--- src/rtl/apb_modport_pkg.sv ---
// Shared types and helpers for the APB register-file completer.
//   state_e     : two-state transfer FSM encoding (IDLE, ACCESS)
//   decode_t    : address decode result {word index, error flag}
//   decode_addr : maps a byte address to a register index and flags illegal accesses
package apb_modport_pkg;

    typedef enum logic [0:0] {
        IDLE   = 1'b0,
        ACCESS = 1'b1
    } state_e;

    // Register 0 is the read-only identification word.
    localparam int unsigned ID_REG_IDX = 32'd0;
    // Registers are word-sized; byte offset >> 2 gives the index.
    localparam int unsigned WORD_SHIFT = 32'd2;
    // Width of the decoded index carried through the design.
    localparam int unsigned IDX_W      = 32'd32;

    typedef struct packed {
        logic [IDX_W-1:0] index;
        logic             err;
    } decode_t;

    // Arithmetic is done at 64 bits so an address below the base or far past
    // the last register can never wrap back into the legal window.
    function automatic decode_t decode_addr(
        input logic [63:0] addr,
        input logic [63:0] base,
        input logic [31:0] num_regs,
        input logic        is_write
    );
        decode_t     res;
        logic [63:0] offset;
        logic [63:0] word;
        offset    = addr - base;
        word      = offset >> WORD_SHIFT;
        res.index = word[IDX_W-1:0];
        res.err   = (offset[1:0] != 2'b00)
                 || (addr < base)
                 || (word >= {32'd0, num_regs})
                 || (is_write && (word == 64'(ID_REG_IDX)));
        return res;
    endfunction

endpackage

--- src/rtl/apb_modport_slave_regfile.sv ---
// Register storage for the APB completer.
//   PCLK, PRESET : clock, synchronous active-high reset
//   wr_en        : commit a write of wr_data into register idx
//   idx          : register index for both write and read
//   wr_data      : data to store
//   rd_data      : contents of register idx (ID_VALUE for index 0)
//   regs_o       : all registers, reg i at [i*DATA_WIDTH +: DATA_WIDTH]
//   wr_pulse_o   : one-cycle pulse per register, the cycle after its write commits
module apb_modport_slave_regfile
    import apb_modport_pkg::*;
#(
    parameter int unsigned           DATA_WIDTH = 32,
    parameter int unsigned           NUM_REGS   = 16,
    parameter logic [DATA_WIDTH-1:0] ID_VALUE   = DATA_WIDTH'(32'hA2B0_0001)
)(
    input  logic                           PCLK,
    input  logic                           PRESET,
    input  logic                           wr_en,
    input  logic [IDX_W-1:0]               idx,
    input  logic [DATA_WIDTH-1:0]          wr_data,
    output logic [DATA_WIDTH-1:0]          rd_data,
    output logic [NUM_REGS*DATA_WIDTH-1:0] regs_o,
    output logic [NUM_REGS-1:0]            wr_pulse_o
);

    logic [NUM_REGS-1:0] pulse_r;

    for (genvar i = 0; i < NUM_REGS; i++) begin : g_reg
        if (i == ID_REG_IDX) begin : g_id
            assign regs_o[i*DATA_WIDTH +: DATA_WIDTH] = ID_VALUE;
        end else begin : g_rw
            logic [DATA_WIDTH-1:0] reg_r;

            // Writable register storage
            always_ff @(posedge PCLK) begin
                if (PRESET) begin
                    reg_r <= '0;
                end else if (wr_en && (idx == IDX_W'(i))) begin
                    reg_r <= wr_data;
                end else begin
                    reg_r <= reg_r;
                end
            end

            assign regs_o[i*DATA_WIDTH +: DATA_WIDTH] = reg_r;
        end
    end

    // Write-pulse generation, aligned with the register update
    always_ff @(posedge PCLK) begin
        if (PRESET) begin
            pulse_r <= '0;
        end else begin
            for (int i = 0; i < NUM_REGS; i++) begin
                pulse_r[i] <= wr_en && (idx == IDX_W'(i));
            end
        end
    end

    assign wr_pulse_o = pulse_r;

    // Read mux; an out-of-range index reads as zero
    always_comb begin
        rd_data = '0;
        for (int i = 0; i < NUM_REGS; i++) begin
            if (idx == IDX_W'(i)) begin
                rd_data = regs_o[i*DATA_WIDTH +: DATA_WIDTH];
            end else begin
                rd_data = rd_data;
            end
        end
    end

endmodule

--- src/rtl/apb_modport_slave.sv ---
// APB3 completer exposing a small configuration/status register file.
//   PCLK, PRESET      : clock, synchronous active-high reset
//   PADDR/PWRITE/PWDATA/PSEL/PENABLE : APB requester signals
//   PRDATA/PREADY/PSLVERR            : APB completer responses
//   regs_o            : flattened register contents
//   wr_pulse_o        : per-register write pulse
// Setup-phase address/data are latched; the access phase holds PREADY low for
// WAIT_STATES cycles. PSEL&PENABLE seen while idle is answered with an
// immediate error and no side effect.
module apb_modport_slave
    import apb_modport_pkg::*;
#(
    parameter int unsigned           ADDR_WIDTH  = 32,
    parameter int unsigned           DATA_WIDTH  = 32,
    parameter int unsigned           NUM_REGS    = 16,
    parameter logic [ADDR_WIDTH-1:0] BASE_ADDR   = '0,
    parameter int unsigned           WAIT_STATES = 0,
    parameter logic [DATA_WIDTH-1:0] ID_VALUE    = DATA_WIDTH'(32'hA2B0_0001)
)(
    input  logic                           PCLK,
    input  logic                           PRESET,
    input  logic [ADDR_WIDTH-1:0]          PADDR,
    input  logic                           PWRITE,
    input  logic [DATA_WIDTH-1:0]          PWDATA,
    input  logic                           PSEL,
    input  logic                           PENABLE,
    output logic [DATA_WIDTH-1:0]          PRDATA,
    output logic                           PREADY,
    output logic                           PSLVERR,
    output logic [NUM_REGS*DATA_WIDTH-1:0] regs_o,
    output logic [NUM_REGS-1:0]            wr_pulse_o
);

    localparam int unsigned      CNT_W    = (WAIT_STATES > 0) ? $clog2(WAIT_STATES + 1) : 1;
    localparam logic [CNT_W-1:0] CNT_LOAD = CNT_W'(WAIT_STATES);

    state_e                  state_r, state_nxt_s;
    logic [CNT_W-1:0]        cnt_r, cnt_nxt_s;
    logic [IDX_W-1:0]        idx_r, idx_nxt_s;
    logic                    err_r, err_nxt_s;
    logic                    write_r, write_nxt_s;
    logic [DATA_WIDTH-1:0]   wdata_r, wdata_nxt_s;
    logic                    commit_s;
    logic                    wr_en_s;
    logic                    ready_s, slverr_s, rd_en_s;
    logic [DATA_WIDTH-1:0]   rd_data_s;
    decode_t                 dec_s;

    assign dec_s = decode_addr(64'(PADDR), 64'(BASE_ADDR), 32'(NUM_REGS), PWRITE);

    // FSM, wait counter and setup-phase latches
    always_ff @(posedge PCLK) begin
        if (PRESET) begin
            state_r <= IDLE;
            cnt_r   <= '0;
            idx_r   <= '0;
            err_r   <= 1'b0;
            write_r <= 1'b0;
            wdata_r <= '0;
        end else begin
            state_r <= state_nxt_s;
            cnt_r   <= cnt_nxt_s;
            idx_r   <= idx_nxt_s;
            err_r   <= err_nxt_s;
            write_r <= write_nxt_s;
            wdata_r <= wdata_nxt_s;
        end
    end

    // Next-state logic and commit decision
    always_comb begin
        state_nxt_s = state_r;
        cnt_nxt_s   = cnt_r;
        idx_nxt_s   = idx_r;
        err_nxt_s   = err_r;
        write_nxt_s = write_r;
        wdata_nxt_s = wdata_r;
        commit_s    = 1'b0;
        case (state_r)
            IDLE: begin
                if (PSEL && !PENABLE) begin
                    state_nxt_s = ACCESS;
                    cnt_nxt_s   = CNT_LOAD;
                    idx_nxt_s   = dec_s.index;
                    err_nxt_s   = dec_s.err;
                    write_nxt_s = PWRITE;
                    wdata_nxt_s = PWDATA;
                end else begin
                    state_nxt_s = IDLE;
                end
            end
            ACCESS: begin
                if (!PSEL) begin
                    // Requester abandoned the transfer: drop it silently.
                    state_nxt_s = IDLE;
                end else if (PENABLE && (cnt_r == '0)) begin
                    commit_s    = !PRESET;
                    state_nxt_s = IDLE;
                end else if (PENABLE) begin
                    cnt_nxt_s   = cnt_r - CNT_W'(1);
                end else begin
                    state_nxt_s = ACCESS;
                end
            end
            default: begin
                state_nxt_s = IDLE;
            end
        endcase
    end

    assign wr_en_s = commit_s && write_r && !err_r;

    // Response outputs derived from registered state
    always_comb begin
        ready_s  = 1'b0;
        slverr_s = 1'b0;
        rd_en_s  = 1'b0;
        if (PRESET) begin
            ready_s = 1'b0;
        end else begin
            case (state_r)
                IDLE: begin
                    // Access phase without a setup phase: protocol violation.
                    if (PSEL && PENABLE) begin
                        ready_s  = 1'b1;
                        slverr_s = 1'b1;
                    end else begin
                        ready_s  = 1'b0;
                    end
                end
                ACCESS: begin
                    if (cnt_r == '0) begin
                        ready_s  = 1'b1;
                        slverr_s = err_r;
                        rd_en_s  = !write_r && !err_r;
                    end else begin
                        ready_s  = 1'b0;
                    end
                end
                default: begin
                    ready_s = 1'b0;
                end
            endcase
        end
    end

    assign PREADY  = ready_s;
    assign PSLVERR = slverr_s;
    assign PRDATA  = rd_en_s ? rd_data_s : '0;

    apb_modport_slave_regfile #(
        .DATA_WIDTH (DATA_WIDTH),
        .NUM_REGS   (NUM_REGS),
        .ID_VALUE   (ID_VALUE)
    ) u_regfile (
        .PCLK       (PCLK),
        .PRESET     (PRESET),
        .wr_en      (wr_en_s),
        .idx        (idx_r),
        .wr_data    (wdata_r),
        .rd_data    (rd_data_s),
        .regs_o     (regs_o),
        .wr_pulse_o (wr_pulse_o)
    );

endmodule

--- config.mk ---
export PLATFORM = sky130hd
export DESIGN_NAME = apb_modport_slave
export DESIGN_NICKNAME = d
export VERILOG_FILES = /design/src/rtl/apb_modport_pkg.sv /design/src/rtl/apb_modport_slave_regfile.sv /design/src/rtl/apb_modport_slave.sv
export SDC_FILE = /design/constraint.sdc
export NUM_CORES = 1
export LEC_CHECK = 0
export CORE_AREA = 2 2 247 249
export CTS_BUF_LIST = sky130_fd_sc_hd__clkbuf_8
export DETAILED_ROUTE_END_ITERATION = 8
export DIE_AREA = 0 0 249 251
export GPL_TIMING_DRIVEN = 0
export MAX_ROUTING_LAYER = met4
export PLACE_DENSITY = 0.8
export SYNTH_ARGS = -nofsm -noshare
export SYNTH_HDL_FRONTEND = slang
export SYNTH_SLANG_ARGS = --single-unit
--- constraint.sdc ---
create_clock -name PCLK -period 5.55 [get_ports PCLK]
set_clock_uncertainty 0.05 [all_clocks]
set_input_delay 0.8325 -clock PCLK [delete_from_list [all_inputs] [get_ports PCLK]]
set_output_delay 0.8325 -clock PCLK [all_outputs]
set_load 0.03 [all_outputs]
==> metrics.yaml, run 1 <==
power_density_over_the_cells_nw_per_um2: 251.9
critical_path.max_stage_delay_ns: 0.71
synthDistinctLibCells: 75
design_area_um2: 33920
peakVddDrop_mv: 0.1687
synthesis.area_um2: 24200
pwr-share-clk_pct: 43.1
timing.fmax_ghz: 0.1780
port_buffers: 597
final_cells: 4883
data_arrival_at_the_endpoint_of_the_critical_path_ns: 4.73
layout.filler_cells: 5655
share_seq_of_total_power_pct: 47.6
place.gp.congestion: 1.118
synthArstFlopShare_pct: 0
syn_area_per_cell_um2: 7.415
finalHoldViolCount: 0
tritoncts_clock_tree: "done"
first_global_vias: 27970
comb_power_share_pct: 9.3
vias: 30520
drtPass1Iterations: 9
h-tree-depth: 3
area_of_the_die_um2: 62500
globalRoute.totalOverflow: 0
synth_warnings: 0
slew-limit-headroom_pct: -4.018
worstMarginPinSlew_ns: 1.557
failed_checks: "design-rule violations, max-capacitance violations, max-slew violations, negative setup slack"
seq_area_um2: 11250
cts.sink_count: 562
inserted_clock_buffers: 93
boundaryPins: 631
critPathMostFrequentCell: "sky130_fd_sc_hd__clkbuf_2"
cp.required_ns: 4.67
combined_area_of_the_multi_input_logic_cells_um2: 11940
antenna_violating_nets_post_route: 0
hold_depth: 2
layout_setup_ws_ns: -0.06710
synth_enable_flop_cells: 0
max-clock-path-buffers: 3
worst-path-max-fanout: 10
worst_hold_path_type: "flip-flop to flip-flop"
critPathSlowestCell: "sky130_fd_sc_hd__clkdlybuf4s50_1"
width_of_the_die_um: 249
worst_r2r_path_depth: 8
holdWs_ns: 0.4085
crit_path_start_kind: "flip-flop"
layout.nets: 4095
iteration_0_drc_markers: 5126
power.static_leakage_nw: 11.37
crit_path_time_final_ns: 5.617
placed_area_um2: 31340
pin_count_of_the_biggest_net_entering_global_routing: 13
switchingPower_mw: 2.440
final_layout_size_suffix_gt1_share_pct: 9.282
clk_pin_slew_worst_paths_ns: 0.06
half_perimeter_wire_length_after_detailed_placement_um: 114400
areaGrowthSynthToFinish_pct: 40.16
path_class: "flip-flop to primary output"
start_util_pct: 40.48
synth_seq_cells: 562
worst_skew_pair.late_latency_ns: 0.77
synth_top_flop_cell: "sky130_fd_sc_hd__dfxtp_1"
syn_inst: 3264
rsz0062_at_grt: "true"
wl_um: 148800
seq_area_frac_synth_pct: 46.48
critical_path.endpoint_type: "primary output"
timing.final.max_slew_violations: 4
p_int_mw: 6.104
report.final.setup_viol: 7
post-place-cells: 4678
swShare_pct: 28.55
design.core.area_um2: 59790
run_status: "finished with violations"
cts-root-buf: "sky130_fd_sc_hd__clkbuf_8"
cap_violations: 1
antenna_violations_before_repair: 7
remaining_drc_errors: 2
routed_via_density: 6.251
die_h_um: 251
worstPathCellList: "nor2b_1 -> clkbuf_1 -> clkbuf_2 -> clkbuf_2 -> a22oi_1 -> o22a_1 -> a31oi_1 -> o21ai_0 -> a21oi_1 -> clkdlybuf4s50_1"
routed_wire_length_per_instance_um: 30.47
global_route_wire_length_before_repair_um: 204000
num_rows: 90
grtUsageTotal_pct: 46.91
part_of_the_cycle_the_worst_path_needs_pct: 101.2
## worst max-delay path: cells and delay by family (launching register included)
| kind | cells | cell delay [ns] |
|---|---|---|
| flip-flops | 1 | 0.39 |
| buffers and inverters | 4 | 2.13 |
| AND/OR/NAND/NOR | 1 | 0.15 |
| AO/OA/AOI/OAI | 5 | 1.30 |
## metal layers
metal / vias to the layer above / wire, µm / global-route usage, %
met3: 777 / 23900 / 18.89
met2: 2956 / 60140 / 65.81
li1: 12640 / - / -
met5: - / 0 / -
met1: 14150 / 49760 / 52.70
met4: 0 / 15010 / 37.52
## power groups by stage
stage | registers, mW | clock network [mW] | logic, mW
global placement | 4.16 | 0 | 0.689
global route | 4.07 | 3.81 | 0.790
detailed placement | 4.16 | 0 | 0.691
CTS | 4.07 | 3.60 | 0.728
floorplan | 4.15 | 0 | 0.356
finish | 4.07 | 3.68 | 0.793
## cell usage in the layout (no fill, tap or decap), types with 8 or more instances in the layout
master,count
sky130_fd_sc_hd__a211oi_1,9
sky130_fd_sc_hd__a21oi_1,593
sky130_fd_sc_hd__a221o_1,13
sky130_fd_sc_hd__a221oi_1,27
sky130_fd_sc_hd__a222oi_1,13
sky130_fd_sc_hd__a22o_1,8
sky130_fd_sc_hd__a22oi_1,46
sky130_fd_sc_hd__buf_2,60
sky130_fd_sc_hd__buf_4,82
sky130_fd_sc_hd__clkbuf_1,211
sky130_fd_sc_hd__clkbuf_2,17
sky130_fd_sc_hd__clkbuf_8,115
sky130_fd_sc_hd__clkdlybuf4s50_1,584
sky130_fd_sc_hd__clkinv_2,9
sky130_fd_sc_hd__conb_1,32
sky130_fd_sc_hd__dfxtp_1,562
sky130_fd_sc_hd__dlymetal6s2s_1,8
sky130_fd_sc_hd__inv_1,49
sky130_fd_sc_hd__mux2i_1,12
sky130_fd_sc_hd__nand2_1,1156
sky130_fd_sc_hd__nand3_1,30
sky130_fd_sc_hd__nand4_1,20
sky130_fd_sc_hd__nor2_1,70
sky130_fd_sc_hd__nor3_1,17
sky130_fd_sc_hd__nor3_2,11
sky130_fd_sc_hd__nor4_1,11
sky130_fd_sc_hd__nor4_4,10
sky130_fd_sc_hd__o211ai_1,10
sky130_fd_sc_hd__o21a_1,8
sky130_fd_sc_hd__o21ai_0,56
sky130_fd_sc_hd__o221ai_1,22
sky130_fd_sc_hd__o22a_1,8
sky130_fd_sc_hd__o22ai_1,42
sky130_fd_sc_hd__or4_1,9
## kinds of logic (layout without fill, tap and decap cells)
group                     Yosys count  count (layout)  share of synthesized area [%]
xor gates and xnor gates            2               2                        0.07239
muxes                              19              19                         0.8685
and+or+nand+nor                  1413            1413                          24.07
AOI/OAI and AO/OA                 909             909                          22.09
buffers and inverters             357            1157                          6.379
other                               2              39                        0.03103
DFF                               562             562                          46.48
## sequential cells by signal, indices dropped and copies added (netlist names)
register and cells:
err_r 1, u_regfile.wr_pulse_o 16, wdata_r 32, cnt_r 1, write_r 1, state_r 1
idx_r 30, u_regfile.g.g_rw.reg_r 480
## final timing paths
kind                     startpoint                                        endpoint  slack [ns]
max reg2reg  idx_r[12]$_SDFFE_PP0P_  u_regfile.g_reg[3].g_rw.reg_r[12]$_SDFFE_PP0P_        1.62
min          idx_r[18]$_SDFFE_PP0P_                          idx_r[18]$_SDFFE_PP0P_        0.41
min reg2reg  idx_r[18]$_SDFFE_PP0P_                          idx_r[18]$_SDFFE_PP0P_        0.41
max           idx_r[0]$_SDFFE_PP0P_                                      PRDATA[14]       -0.07
## layout make-up
class / instances / area share [%]
inverter: 16 / 0.1770
timing repair buffer: 642 / 18.75
clock buffer: 115 / 4.666
clock inverter: 48 / 0.6196
buffer: 336 / 4.492
sequential: 562 / 33.16
tap: 782 / 2.884
multi-input combinational: 2375 / 35.20
antenna: 7 / 0.05164
## stage by stage
stage,setup WS [ns],utilization [%],total power [mW],TNS (ns)
4_1_cts,-0.04601,56.35,8.399,-0.04821
6_report,-0.06710,56.73,8.544,-0.2128
3_3_place_gp,-1.856,52.30,4.845,-24.17
3_5_place_dp,-0.7290,52.42,4.848,-11.54
5_1_grt,-0.01909,56.73,8.669,-0.01909
2_1_floorplan,1.734,-,4.509,0
## timing repair
item	in CTS	in global routing
endpoints found under the setup margin	32	29
pin swaps	11	8
gates resized for setup	99	48
hold buffers	0	0
setup buffers	29	11
## cells in the mapped netlist (all sizes together), types with 15 or more instances
library cell | number | area (µm²)
o22ai | 42 | 262.8
buf | 100 | 579.3
nor2 | 78 | 292.8
a22oi | 46 | 345.3
o21ai | 61 | 305.3
nor3 | 31 | 190.2
nand4 | 20 | 125.1
inv | 15 | 56.30
nor4 | 26 | 224.0
nand3 | 36 | 180.2
a21oi | 594 | 2973
a221oi | 34 | 304.0
dfxtp | 562 | 11250
o221ai | 22 | 192.7
clkbuf | 241 | 904.6
nand2 | 1158 | 4347
Power figures use the tool's default switching activity.
==> inputs of run 2 (changes only) <==
- GPL_TIMING_DRIVEN: 0 -> 1
==> run 2 against run 1 <==
Effect of this change: the flow finishes with violations (design-rule violations); final area is 3.7% lower; largest cell class unchanged; first-iteration DRC count down 5.2%; power shrank 2.9%; cell count down 6.0%; routed wire length down 13%; clock power fell by 2%; core utilization fell by 2.1 points; worst setup slack better by 0.11 ns; non-clock buffer count down 286.
==> metrics.yaml, run 2 (synthesized netlist as in run 1, its figures left out) <==
mostFrequentLayoutCells: "1158 x sky130_fd_sc_hd__nand2_1, 594 x sky130_fd_sc_hd__a21oi_1, 566 x sky130_fd_sc_hd__clkdlybuf4s50_1"  # was 1156 x sky130_fd_sc_hd__nand2_1, 593 x sky130_fd_sc_hd__a21oi_1, 584 x sky130_fd_sc_hd__clkdlybuf4s50_1
globalRoute.totalOverflow: 0  # unchanged
mostFrequentLayoutCell: "sky130_fd_sc_hd__nand2_1"  # unchanged
design.core.area_um2: 59790  # unchanged
width_of_the_die_um: 249  # unchanged
post-cts-setup-buffers: 0  # was 29
timing.final.max_slew_violations: 0  # was 4
report.final.setup_viol: 0  # was 7
antenna_violations_before_repair: 3  # was 7
cp.required_ns: 4.67  # about the same
cap_violations: 0  # was 1
part_of_the_cycle_the_worst_path_needs_pct: 99.24  # was 101.2%
iteration_0_drc_markers: 4857  # was 5126
power_density_over_the_cells_nw_per_um2: 254.0  # was 251.9 nW/µm²
cp_depth: 8  # was 10
global_route_wire_length_before_repair_um: 183400  # was 204000 µm
critPathTopFamily: "simple AND/OR/NAND/NOR gates"  # was buffers and inverters
routed_wire_length_per_instance_um: 28.32  # was 30.47 µm
holdWs_ns: 0.4063  # was 0.4085 ns
design_power_total_mw: 8.300  # was 8.544 mW
critPathSlowestCell: "sky130_fd_sc_hd__or4_1"  # was sky130_fd_sc_hd__clkdlybuf4s50_1
clk_pin_slew_worst_paths_ns: 0.06  # about the same
rsz0062_at_grt: "true"  # unchanged
cts-root-buf: "sky130_fd_sc_hd__clkbuf_8"  # unchanged
grtUsageTotal_pct: 41.00  # was 46.91%
place.gp.congestion: 1.065  # was 1.118
start_util_pct: 40.48  # unchanged
failed_checks: "design-rule violations"  # was design-rule violations, max-capacitance violations, max-slew violations, negative setup slack
antenna_violating_nets_post_route: 0  # unchanged
timing.fmax_ghz: 0.1816  # was 0.1780 GHz
largest_reg_flops: 480  # unchanged
worst_r2r_path_depth: 11  # was 8
data_arrival_at_the_endpoint_of_the_critical_path_ns: 4.63  # was 4.73 ns
vias: 28410  # was 30.52k
crit_path_start_kind: "flip-flop"  # unchanged
peakVddDrop_mv: 0.1688  # was 0.1687 mV
boundaryPins: 631  # unchanged
die_h_um: 251  # unchanged
wl_um: 130000  # was 148800 µm
cts.sink_count: 562  # unchanged
half_perimeter_wire_length_after_detailed_placement_um: 94060  # was 114400 µm
layout_setup_ws_ns: 0.04201  # was -0.06710 ns
largest_register: "u_regfile.g.g_rw.reg_r"  # unchanged
areaGrowthSynthToFinish_pct: 35.01  # was 40.16%
worst-path-max-fanout: 18  # was 10
critical_path.endpoint_type: "primary output"  # unchanged
worstMarginPinSlew_ns: 1.208  # was 1.557 ns
postLayoutCoreUtil_pct: 54.65  # was 56.73%
critical_path_buf_inv_count: 2  # was 4
hold_depth: 2  # unchanged
tritoncts_clock_tree: "done"  # unchanged
max-clock-path-buffers: 3  # unchanged
remaining_drc_errors: 3  # was 2
run_status: "finished with violations"  # unchanged
power.static_leakage_nw: 10.69  # was 11.37 nW
critical_path.max_stage_delay_ns: 0.95  # was 0.71 ns
worstPathCellList: "or4_1 -> buf_4 -> or4_1 -> o22ai_1 -> a211oi_1 -> a221oi_1 -> o22ai_1 -> buf_12"  # was nor2b_1 -> clkbuf_1 -> clkbuf_2 -> clkbuf_2 -> a22oi_1 -> o22a_1 -> a31oi_1 -> o21ai_0 -> a21oi_1 -> clkdlybuf4s50_1
slew-limit-headroom_pct: 19.38  # was -4.018%
worst_hold_path_type: "flip-flop to flip-flop"  # unchanged
drtPass1Iterations: 9  # unchanged
first_global_vias: 25740  # was 27.97k
h-tree-depth: 3  # unchanged
num_rows: 90  # unchanged
largest_registers: "u_regfile.g.g_rw.reg_r x480, wdata_r x32, idx_r x30"  # unchanged
path_class: "flip-flop to primary output"  # unchanged
place_worst_setup_slack_ns: 0.7571  # was -0.7290 ns
final_layout_size_suffix_gt1_share_pct: 7.856  # was 9.282%
routed_via_density: 6.190  # was 6.251
layout.nets: 3808  # was 4095
crit_path_time_final_ns: 5.508  # was 5.617 ns
inserted_clock_buffers: 92  # was 93
worst_skew_pair.late_latency_ns: 0.73  # was 0.77 ns
finalHoldViolCount: 0  # unchanged
port_buffers: 598  # was 597
pin_count_of_the_biggest_net_entering_global_routing: 219  # was 13
area_of_the_die_um2: 62500  # unchanged
## run 2: cell types whose count changed in the layout (fill, tap and decap cells not counted), moves of 8 or more
cell                              before  now
sky130_fd_sc_hd__buf_2                60    0
sky130_fd_sc_hd__clkdlybuf4s50_1     584  566
sky130_fd_sc_hd__buf_12                1   26
sky130_fd_sc_hd__clkbuf_1            211    0
sky130_fd_sc_hd__dlymetal6s2s_1        8    0
sky130_fd_sc_hd__clkbuf_2             17    0
sky130_fd_sc_hd__buf_4                82   99
## run 2: stage by stage
| stage | area (µm²) | setup TNS (ns) | instances |
|---|---|---|---|
| floorplan | 24320 | 0 | 3294 |
| global placement | 30880 | 0 | 4427 |
| finish | 32680 | 0 | 4590 |
| global route | 32680 | -0.1200 | 4590 |
| CTS | 32670 | 0 | 4588 |
| detailed placement | 30880 | 0 | 4427 |
## run 2: layer usage
metal	part of all wire, %	GRT usage [%]	vias up
met2	43	60.32	2405
met5	0	-	-
met1	36	49.74	13400
met4	8.2	27.48	0
li1	-	-	12050
met3	13	10.21	555
## run 2: what timing repair did
item / CTS / global route
setup endpoints to repair: 1 / 3
gates resized for setup: 1 / 2
hold buffers: 0 / 0
hold endpoints to repair: 0 / 0
## run 2: path summary, 6_finish.rpt
path	to	slack, ns	from
worst max-delay path	PRDATA[12]	0.04	idx_r[4]$_SDFFE_PP0P_
worst min-delay path	idx_r[23]$_SDFFE_PP0P_	0.41	idx_r[23]$_SDFFE_PP0P_
worst max register to register	u_regfile.g_reg[10].g_rw.reg_r[6]$_SDFFE_PP0P_	1.19	idx_r[10]$_SDFFE_PP0P_
worst min register to register	idx_r[23]$_SDFFE_PP0P_	0.41	idx_r[23]$_SDFFE_PP0P_
## run 2: tightest hold or removal path, delay by kind of cell (launching register included)
family	cells	cell delay (ns)
DFF	1	0.31
AOI/OAI and AO/OA	1	0.05
and+or+nand+nor	1	0.05
## run 2: final cells by class
class	count	area (µm²)
flip-flops and latches	562	11250
inverters	16	60.06
well taps	782	978.4
fillers	5500	27120
multi-input cells	2375	11650
clock buffers	111	1528
clock inverters	50	255.2
repair buffers	692	6944
diodes	2	5.005
## run 2: power by group
group	leakage, nW	total, mW	internal [mW]	switching, mW
Combinational	5.10	0.545	0.149	0.396
Sequential	4.53	4.15	4.06	0.0939
Clock	1.06	3.60	1.86	1.75
Total	10.7	8.30	6.06	2.24
